===== src/rtl/fft_fp_pkg.sv =====
// ----------------------------------------------------------------------------
// fft_fp_pkg
// Shared definitions for the FFT core floating-point operator scheduler:
// default operator latencies, requester count/ID width, and the state
// encodings of the multiplier and adder slot FSMs.
// No ports (package).
// ----------------------------------------------------------------------------
package fft_fp_pkg;

    // Default sizing of the shared operator pool
    localparam int FFT_NUM_REQ = 4;
    localparam int FFT_ID_W    = 2;
    localparam int FFT_MUL_LAT = 10;
    localparam int FFT_ADD_LAT = 10;
    localparam int FFT_CNT_W   = 4;

    // Multiplier slot: idle, computing, or finished but waiting for the adder
    typedef enum logic [1:0] {
        M_IDLE = 2'd0,
        M_RUN  = 2'd1,
        M_WAIT = 2'd2
    } mul_state_e;

    // Adder slot: idle or computing
    typedef enum logic {
        A_IDLE = 1'b0,
        A_RUN  = 1'b1
    } add_state_e;

endpackage


===== src/rtl/fp_rr_arbiter.sv =====
// ----------------------------------------------------------------------------
// fp_rr_arbiter
// Picks which butterfly requester gets the shared multiplier next.
// Default build: round-robin, searching from the last winner + 1 with wrap.
// With FP_SCHED_FIXED_PRIO_EN defined: fixed priority (lowest index wins)
// and the pointer register, together with its clock/reset/update ports,
// is removed.
//
// Ports:
//   clk       in   clock (round-robin build only)
//   rst       in   async active-high reset (round-robin build only)
//   update_i  in   a grant is issued this cycle; pointer moves to winner
//   req_i     in   per-requester request levels
//   winner_o  out  index of the selected requester (valid when any_o)
//   any_o     out  at least one request is pending
// ----------------------------------------------------------------------------
module fp_rr_arbiter
    import fft_fp_pkg::*;
#(
    parameter int NUM_REQ = FFT_NUM_REQ,
    parameter int ID_W    = FFT_ID_W
) (
`ifndef FP_SCHED_FIXED_PRIO_EN
    input  logic               clk,
    input  logic               rst,
    input  logic               update_i,
`endif
    input  logic [NUM_REQ-1:0] req_i,
    output logic [ID_W-1:0]    winner_o,
    output logic               any_o
);

    assign any_o = |req_i;

`ifdef FP_SCHED_FIXED_PRIO_EN

    // Lowest set index wins; no history is kept.
    always_comb begin
        logic found;
        found    = 1'b0;
        winner_o = '0;
        for (int i = 0; i < NUM_REQ; i++) begin
            if (!found && req_i[i]) begin
                found    = 1'b1;
                winner_o = ID_W'(i);
            end
        end
    end

`else

    logic [ID_W-1:0] ptr_q;

    // Search starts one past the previous winner and wraps, so a requester
    // that holds its request cannot starve the others. The sum is one bit
    // wider than an ID so the wrap works for non-power-of-two NUM_REQ.
    always_comb begin
        logic            found;
        logic [ID_W:0]   idx;
        found    = 1'b0;
        idx      = '0;
        winner_o = '0;
        for (int i = 1; i <= NUM_REQ; i++) begin
            idx = {1'b0, ptr_q} + (ID_W+1)'(i);
            if (idx >= (ID_W+1)'(NUM_REQ)) begin
                idx = idx - (ID_W+1)'(NUM_REQ);
            end
            if (!found && req_i[idx[ID_W-1:0]]) begin
                found    = 1'b1;
                winner_o = idx[ID_W-1:0];
            end
        end
    end

    // Pointer resets to the last index so requester 0 is favoured first.
    always_ff @(posedge clk or posedge rst) begin
        if (rst) begin
            ptr_q <= ID_W'(NUM_REQ-1);
        end else if (update_i) begin
            ptr_q <= winner_o;
        end
    end

`endif

endmodule


===== src/rtl/fp_butterfly_scheduler.sv =====
// ----------------------------------------------------------------------------
// fp_butterfly_scheduler
// Time-shares one non-pipelined FP multiplier and one FP adder among
// NUM_REQ butterfly requesters. A granted operation occupies the multiplier
// slot for MUL_LAT cycles, is handed to the adder slot for ADD_LAT cycles,
// and then reports done with its requester ID. The two slots overlap: a new
// multiply may start in the same cycle the previous one moves to the adder.
// Build option: FP_SCHED_FIXED_PRIO_EN selects fixed-priority arbitration
// instead of round-robin (see fp_rr_arbiter).
//
// Ports:
//   clk           in   clock, rising edge
//   rst           in   async active-high reset
//   ena_fft_core  in   global enable; low blocks new grants only
//   req           in   per-requester request levels
//   gnt           out  one-hot grant pulse
//   mul_start     out  multiplier start pulse
//   mul_sel       out  multiplier operand select (owner of the mul slot)
//   add_start     out  adder start pulse
//   add_sel       out  adder operand select (owner of the add slot)
//   done          out  result-ready pulse
//   done_id       out  requester that owns done
//   busy          out  either slot occupied
// All outputs are registered.
// ----------------------------------------------------------------------------
module fp_butterfly_scheduler
    import fft_fp_pkg::*;
#(
    parameter int NUM_REQ = FFT_NUM_REQ,
    parameter int ID_W    = FFT_ID_W,
    parameter int MUL_LAT = FFT_MUL_LAT,
    parameter int ADD_LAT = FFT_ADD_LAT,
    parameter int CNT_W   = FFT_CNT_W
) (
    input  logic               clk,
    input  logic               rst,
    input  logic               ena_fft_core,
    input  logic [NUM_REQ-1:0] req,
    output logic [NUM_REQ-1:0] gnt,
    output logic               mul_start,
    output logic [ID_W-1:0]    mul_sel,
    output logic               add_start,
    output logic [ID_W-1:0]    add_sel,
    output logic               done,
    output logic [ID_W-1:0]    done_id,
    output logic               busy
);

    mul_state_e          mul_state_q, mul_state_d;
    logic [CNT_W-1:0]    mul_cnt_q,   mul_cnt_d;
    logic [ID_W-1:0]     mul_sel_q,   mul_sel_d;
    add_state_e          add_state_q, add_state_d;
    logic [CNT_W-1:0]    add_cnt_q,   add_cnt_d;
    logic [ID_W-1:0]     add_sel_q,   add_sel_d;
    logic [NUM_REQ-1:0]  gnt_q,       gnt_d;
    logic                mul_start_q, mul_start_d;
    logic                add_start_q, add_start_d;
    logic                done_q,      done_d;
    logic [ID_W-1:0]     done_id_q,   done_id_d;
    logic                busy_q,      busy_d;

    logic [ID_W-1:0]     winner;
    logic                any_req;
    logic                add_free;
    logic                mul_finish;
    logic                handoff;
    logic                do_grant;

    fp_rr_arbiter #(
        .NUM_REQ (NUM_REQ),
        .ID_W    (ID_W)
    ) u_arb (
`ifndef FP_SCHED_FIXED_PRIO_EN
        .clk      (clk),
        .rst      (rst),
        .update_i (do_grant),
`endif
        .req_i    (req),
        .winner_o (winner),
        .any_o    (any_req)
    );

    // The adder can accept a new operation when idle or on its last cycle.
    // A multiply is ready to move on at the end of its count or while stalled.
    // A grant may coincide with the handoff that frees the multiplier.
    always_comb begin
        add_free   = (add_state_q == A_IDLE) || (add_cnt_q == '0);
        mul_finish = ((mul_state_q == M_RUN) && (mul_cnt_q == '0)) ||
                     (mul_state_q == M_WAIT);
        handoff    = mul_finish && add_free;
        do_grant   = ((mul_state_q == M_IDLE) || handoff) &&
                     ena_fft_core && any_req;
    end

    // Next-state logic for both slots and the registered output pulses.
    always_comb begin
        mul_state_d = mul_state_q;
        mul_cnt_d   = mul_cnt_q;
        mul_sel_d   = mul_sel_q;
        add_state_d = add_state_q;
        add_cnt_d   = add_cnt_q;
        add_sel_d   = add_sel_q;
        gnt_d       = '0;
        mul_start_d = 1'b0;
        add_start_d = 1'b0;
        done_d      = 1'b0;
        done_id_d   = done_id_q;

        case (mul_state_q)
            M_IDLE: ;
            M_RUN: begin
                if (mul_cnt_q != '0) begin
                    mul_cnt_d = mul_cnt_q - CNT_W'(1);
                end else if (!add_free) begin
                    mul_state_d = M_WAIT;
                end
            end
            M_WAIT: ;
            default: mul_state_d = M_IDLE;
        endcase

        if (handoff) begin
            mul_state_d = M_IDLE;
        end

        if (do_grant) begin
            mul_state_d   = M_RUN;
            mul_cnt_d     = CNT_W'(MUL_LAT-1);
            mul_sel_d     = winner;
            gnt_d[winner] = 1'b1;
            mul_start_d   = 1'b1;
        end

        if (add_state_q == A_RUN) begin
            if (add_cnt_q != '0) begin
                add_cnt_d = add_cnt_q - CNT_W'(1);
            end else begin
                done_d      = 1'b1;
                done_id_d   = add_sel_q;
                add_state_d = A_IDLE;
            end
        end

        // A handoff on the adder's last cycle reloads it for the new owner.
        if (handoff) begin
            add_state_d = A_RUN;
            add_cnt_d   = CNT_W'(ADD_LAT-1);
            add_sel_d   = mul_sel_q;
            add_start_d = 1'b1;
        end

        busy_d = (mul_state_d != M_IDLE) || (add_state_d == A_RUN);
    end

    // State and output registers; reset aborts any in-flight operation.
    always_ff @(posedge clk or posedge rst) begin
        if (rst) begin
            mul_state_q <= M_IDLE;
            mul_cnt_q   <= '0;
            mul_sel_q   <= '0;
            add_state_q <= A_IDLE;
            add_cnt_q   <= '0;
            add_sel_q   <= '0;
            gnt_q       <= '0;
            mul_start_q <= 1'b0;
            add_start_q <= 1'b0;
            done_q      <= 1'b0;
            done_id_q   <= '0;
            busy_q      <= 1'b0;
        end else begin
            mul_state_q <= mul_state_d;
            mul_cnt_q   <= mul_cnt_d;
            mul_sel_q   <= mul_sel_d;
            add_state_q <= add_state_d;
            add_cnt_q   <= add_cnt_d;
            add_sel_q   <= add_sel_d;
            gnt_q       <= gnt_d;
            mul_start_q <= mul_start_d;
            add_start_q <= add_start_d;
            done_q      <= done_d;
            done_id_q   <= done_id_d;
            busy_q      <= busy_d;
        end
    end

    assign gnt       = gnt_q;
    assign mul_start = mul_start_q;
    assign mul_sel   = mul_sel_q;
    assign add_start = add_start_q;
    assign add_sel   = add_sel_q;
    assign done      = done_q;
    assign done_id   = done_id_q;
    assign busy      = busy_q;

endmodule


===== config.mk =====
export PLATFORM = sky130hd
export DESIGN_NAME = fp_butterfly_scheduler
export DESIGN_NICKNAME = d
export VERILOG_FILES = /design/src/rtl/fft_fp_pkg.sv /design/src/rtl/fp_rr_arbiter.sv /design/src/rtl/fp_butterfly_scheduler.sv
export SDC_FILE = /design/constraint.sdc
export NUM_CORES = 1
export LEC_CHECK = 0
export ABC_AREA = 1
export CAP_MARGIN = 20
export CORE_MARGIN = 2
export CORE_UTILIZATION = 57
export DETAILED_ROUTE_END_ITERATION = 8
export GPL_TIMING_DRIVEN = 1
export PLACE_DENSITY = 0.84
export SLEW_MARGIN = 40
export SYNTH_ARGS = -nofsm -noshare
export SYNTH_HDL_FRONTEND = slang
export SYNTH_SLANG_ARGS = --single-unit

===== constraint.sdc =====
create_clock -name clk -period 2.4 [get_ports clk]
set_input_delay 0.48 -clock clk [delete_from_list [all_inputs] [get_ports clk]]
set_output_delay 0.48 -clock clk [all_outputs]
set_load 0.005 [all_outputs]

Word-level counts from Yosys, hierarchy flattened --
Index checks and enable logic that the tools add are counted.
Storage, ports and cells: bits in registers 27, input bits 7, output and inout port bits 14, word-level logic and storage cells 107
Operators by class: add/subtract/negate cells 10, magnitude comparators 10, eq/ne operators 2, multiplexer cells 40, bitwise operators 2, reductions and logical operators 30
Operators with widths (number):
- 2-to-1 mux 4 bit | 7
- 2-to-1 mux 2 bit | 12
- < comparator 2 x 3 -> 1 bit (second input constant) | 5
- 2-to-1 mux 1 bit | 15
- >= comparator 3 bit (second input constant) | 4
- nonzero test 2 bit | 5
- binary-select mux 1 bit (select 2 bit) | 4
- logical AND 1 bit | 8
- logical NOT 4 bit | 2
- nonzero test 4 bit | 2
- subtractor 2 x 1 -> 2 bit (second input constant) | 4
- subtractor 4 x 1 -> 4 bit (second input constant) | 2
- adder 2 x 2 -> 3 bit (second input constant) | 2
- AND reduction 2 bit | 3
- logical OR 1 bit | 4
- one-hot mux 2 bit (2 select lines) | 1
- OR reduction 4 bit | 1
- adder 2 x 1 -> 3 bit (second input constant) | 1
- adder 2 x 3 -> 3 bit (second input constant) | 1
- logical NOT 1 bit | 3
- demux 1 bit (select 2 bit) | 1
- equality test 2 x 1 -> 1 bit (second input constant) | 1
- equality test 2 bit (second input constant) | 1
- >= comparator 2 x 1 -> 1 bit (second input constant) | 1
- other kinds (3) | 4

Longest topological paths before layout --
word-level depth 20, depth in mapped cells 12, gate-level depth less buffers 11

Hierarchy --
A second synthesis with hierarchy kept.
Unflattened totals: cells, all modules 172, area, all modules 1505.2 um^2
Modules (own cells, without submodules):
- fp_butterfly_scheduler | times used 1, cells an instance 113, area each 1114.8 um^2, seq. area each 625.6 um^2
- fp_rr_arbiter | times used 1, cells an instance 59, area each 390.4 um^2, seq. area each 52.6 um^2

Worst setup path after synthesis --
OpenSTA, ideal clock, no wires.
path type flip-flop to flip-flop, start reg u_arb.ptr_q[0], end reg mul_sel_q[0], in the netlist mul_sel[0], setup time 118 ps, arrival 1356 ps, data required time 2282 ps, slack 926 ps, cell stages (with the launch flop) 13, path buffers 1, clock period less this slack 1474 ps, path through dfstp_2 buf_6 inv_6 nand2_2 nand2_2 nand2_4 nand2_4 nor2_8 nand2_1 nand3_2 nand2_2 nand2_2 nand2_1
On the way: longest elaborated chain between the ends 15, elaborated cells on any way between the ends 37, those cells by class add/sub: 8; order compare: 4; mux: 19; reduce/logical: 6
Ends and longest elaborated chain:
- start: declaration | line fp_rr_arbiter.sv:52 | logic [ID_W-1:0] ptr_q;
- start signal: assignment | line fp_rr_arbiter.sv:78 | ptr_q <= ID_W'(NUM_REQ-1);
- start signal: assignment | line fp_rr_arbiter.sv:80 | ptr_q <= winner_o;
- adder 2 x 1 -> 3 bit | line fp_rr_arbiter.sv:64 | idx = {1'b0, ptr_q} + (ID_W+1)'(i);
- >= comparator 3 bit / subtractor 2 x 1 -> 2 bit (equally long branches) | line fp_rr_arbiter.sv:65, fp_rr_arbiter.sv:66
- 2-to-1 mux 2 bit | line fp_rr_arbiter.sv:65 | if (idx >= (ID_W+1)'(NUM_REQ)) begin
- binary-select mux 1 bit (select 2 bit) | line fp_rr_arbiter.sv:68 | if (!found && req_i[idx[ID_W-1:0]]) begin
- 2-to-1 mux 1 bit (not written as such) | line fp_rr_arbiter.sv:68
- 2-to-1 mux 1 bit | line fp_rr_arbiter.sv:68
- logical NOT 1 bit | line fp_rr_arbiter.sv:68
- logical AND 1 bit | line fp_rr_arbiter.sv:68
- 2-to-1 mux 1 bit | line fp_rr_arbiter.sv:68
- logical NOT 1 bit | line fp_rr_arbiter.sv:68
- logical AND 1 bit | line fp_rr_arbiter.sv:68
- 2-to-1 mux 1 bit | line fp_rr_arbiter.sv:68
- logical NOT 1 bit | line fp_rr_arbiter.sv:68
- logical AND 1 bit | line fp_rr_arbiter.sv:68
- 2-to-1 mux 2 bit * | line fp_rr_arbiter.sv:68
- end signal: assignment | line fp_butterfly_scheduler.sv:173 | mul_sel_q <= mul_sel_d;
- end: declaration | line fp_butterfly_scheduler.sv:51 | logic [ID_W-1:0] mul_sel_q, mul_sel_d;
Mark *: on every way between the ends. The rest lies on a longest branch, timed or not. The select of a mux whose other input is x is not followed. A chain may end at the register's enable or synchronous reset.

Final worst setup path --
start reg add_sel_q[0], in the netlist add_sel[0], end out add_sel[0]
RTL lines:
- start: declaration | line fp_butterfly_scheduler.sv:54 | logic [ID_W-1:0] add_sel_q, add_sel_d;
- start signal: assignment | line fp_butterfly_scheduler.sv:176 | add_sel_q <= add_sel_d;
- end: declaration | line fp_butterfly_scheduler.sv:43 | output logic [ID_W-1:0] add_sel,
No word-level cell between the ends.

==> run_results.csv <==
group,metric,value,unit
worst_setup_path,cp-start-kind,"flip-flop",
power_and_ir_drop,internal_power,1191,µW
route,vias_per_cell,4.898,
cts,cts_hold_buf,0,
placement,place_congestion,0.7177,
worst_setup_path,worstSetupEndpointType,"output pin",
power_and_ir_drop,finalPower,2124,µW
global_route,antenna_found_initial,0,
synth,synth_edf_count,0,
cells_and_area,stdcell_area,1692,µm²
worst_setup_path,critPathTopFamily,"buffers and inverters",
cts,cts_buffers,3,
synth,synth.distinct_cells,31,
worst_setup_path,arrival,1.25,ns
worst_setup_path,critPathMaxFanout,3,
cts,path_clk_slew,0.14,ns
floorplanning,initial_core_util,58.69,%
route,wl,2412,µm
power_and_ir_drop,combinationalPowerShare,54.1,%
hold_path,min_path_type,"primary input to asynchronous set/reset pin",
placement,placed_cell_area,1662,µm²
synth,syn_area_per_cell,8.867,µm²
cts,post_cts_buffers,0,
synth,yosysTopAreaCell,"dfrtp_1",
timing,worst_clock_skew,0.006889,ns
floorplanning,rows,18,
worst_setup_path,cpPeakStageDelay,0.52,ns
route,routed-via-count,1053,
timing,timing.setup.tns,0,ns
synth,synthArstFlopShare,100.0,%
timing,max_freq,0.5773,GHz
run_status,outcome,"completed",
timing,slew_violations,0,
timing,rsz0062_at_grt,"no",
worst_setup_path,rr_endpoint,"mul_sel[0]",
worst_setup_path,cp_slowest_cell,"clkdlybuf4s50_1",
synth,syn_nets,171,
cts,clock_path_buffers,2,
cells_and_area,final_util,69.55,%
global_route,grt_pass1_wl,4022,µm
cts,cts_tree,"yes",
synth,synth-seq-area-share,47.50,%
worst_setup_path,crit_chain,"clkdlybuf4s50_1",
global_route,groute.usage.overall,18.91,%
power_and_ir_drop,leakagePower,0.0008772,µW
cells_and_area,nets,196,
power_and_ir_drop,ir_drop,0.8711,mV
power_and_ir_drop,seqPwrFrac,36.8,%
global_route,first_global_vias,994,
timing,relSlewSlack,75.22,%
power_and_ir_drop,swShare,43.92,%
floorplanning,die_area,2921,µm²
worst_setup_path,cp.required,1.92,ns
global_route,overflow,0,
cts,cts-root-buf,"clkbuf_4",
synth,synth_ff_type,"dfrtp_1",
timing,final_hold_viol_count,0,
synth,ys_ff_latch,27,
timing,tightest_slew,0.3692,ns
power_and_ir_drop,power_density,1256,nW/µm²
cells_and_area,diodes,0,
synth,synth_cells,161,
synth,ys_warn_count,0,
cells_and_area,syn_to_final_growth,18.49,%
worst_setup_path,worstSetupPathType,"flip-flop to output pin",
worst_setup_path,r2r_slack,0.75,ns
timing,period_needed,1.732,ns
power_and_ir_drop,switching_power,933.1,µW
timing,fin_crit_sh,72.18,%
cts,cts_num_sinks,27,
cts,cts_resized,0,
cells_and_area,drive_gt1_share,21.08,%
timing,finalSetupViolCount,0,
worst_setup_path,r2r_start,"u_arb.ptr_q[0]",
global_route,grt_start_max_net_pins,28,
floorplanning,io_pins,21,
floorplanning,die_y,54.05,µm
synth,synth_top_cell_area_share,43.82,%
cts,htreeDepth,1,
route,drc,0,
route,final_antenna_net_count,0,
cts,clock_latency,0.32,ns
floorplanning,core,2432,µm²
cells_and_area,final_cell_mix,"nand2_1, dfrtp_1, inv_1",
placement,io_buffers,20,
power_and_ir_drop,p_clk_share,9.1,%
worst_setup_path,path_buf_inv,1,
synth,synth_area_leaders,"dfrtp_1, nand2_1, inv_1",
synth,syn_area,1428,µm²
run,maxCapViolations,0,
timing,whs,0.4983,ns
route,wl_per_cell,11.22,µm
worst_setup_path,worstRegToRegCells,11,
placement,dp_hpwl,1998,µm
cells_and_area,mostFrequentLayoutCell,"nand2_1",
route,drtIter0Drc,13,
route,dr.pass1.iters,5,
floorplanning,die_x,54.05,µm
## per-layer routing
layer / global-route usage [%] / part of all wire (%) / vias up
met4: 5.000 / 0 / 0
met2: 37.80 / 55 / 20
met3: 2.500 / 2.8 / 0
met5: 0 / 0 / -
met1: 20.42 / 42 / 486
li1: - / - / 547
## power by group through the flow
stage,sequential (µW),clock [µW],combinational [µW]
after floorplan,745,0,902
after global placement,777,0,1120
after detailed placement,791,0,1160
after CTS,781,200,1160
after global routing,802,220,1320
final,782,193,1150
## how the worst max path moves through the flow
stage,slack (ns),endpoint,start,depth (start not counted)
after floorplan,0.93,mul_sel[0],u_arb.ptr_q[0],12
after global placement,0.55,mul_sel[1],req[2],10
after detailed placement,0.49,busy,req[2],7
after CTS,0.64,add_sel[0],add_sel[0],1
after global routing,0.58,mul_sel[1],u_arb.ptr_q[0],9
final,0.67,add_sel[0],add_sel[0],1
## cell type report
type	instances	area, µm²
fill	192	740.7
sequential	27	678.2
multi-input combinational	108	639.4
timing repair buffer	21	207.7
inverter	25	98.84
tap	30	37.54
clock buffer	3	22.52
clock inverter	1	7.507
## per-stage QoR
step	instances	setup slack (ns)
2_1_floorplan	161	0.9264
3_3_place_gp	211	0.5461
3_5_place_dp	211	0.4926
4_1_cts	215	0.6422
5_1_grt	215	0.5766
6_report	215	0.6678
## cell usage after synthesis, drive strengths merged, types with 2 or more instances
| library cell | instances |
|---|---|
| nand4 | 2 |
| ha | 3 |
| a21oi | 2 |
| nor2 | 17 |
| mux2 | 2 |
| xor2 | 2 |
| nand3 | 8 |
| nand2 | 55 |
| dfstp | 2 |
| inv | 25 |
| dfrtp | 25 |
| o21ai | 10 |
## kinds of logic (layout without fill, tap and decap cells)
kind of cell | after synthesis | count (layout) | share of synthesized area [%]
AND/OR/NAND/NOR | 86 | 86 | 32.87
flip-flops | 27 | 27 | 47.50
buffers and inverters | 26 | 50 | 7.712
AO/OA/AOI/OAI | 14 | 14 | 5.872
adder cells (fa/ha/maj) | 3 | 3 | 2.630
XOR/XNOR | 3 | 3 | 1.841
multiplexers | 2 | 2 | 1.577
## registers in the layout (all words and copies together) (netlist names), 2 cells and up
| name | flops |
|---|---|
| add_cnt_q | 4 |
| add_sel | 2 |
| done_id | 2 |
| gnt | 4 |
| mul_cnt_q | 4 |
| mul_sel | 2 |
| mul_state_q | 2 |
| u_arb.ptr_q | 2 |
Note: power is estimated with default switching activity, not from simulation.
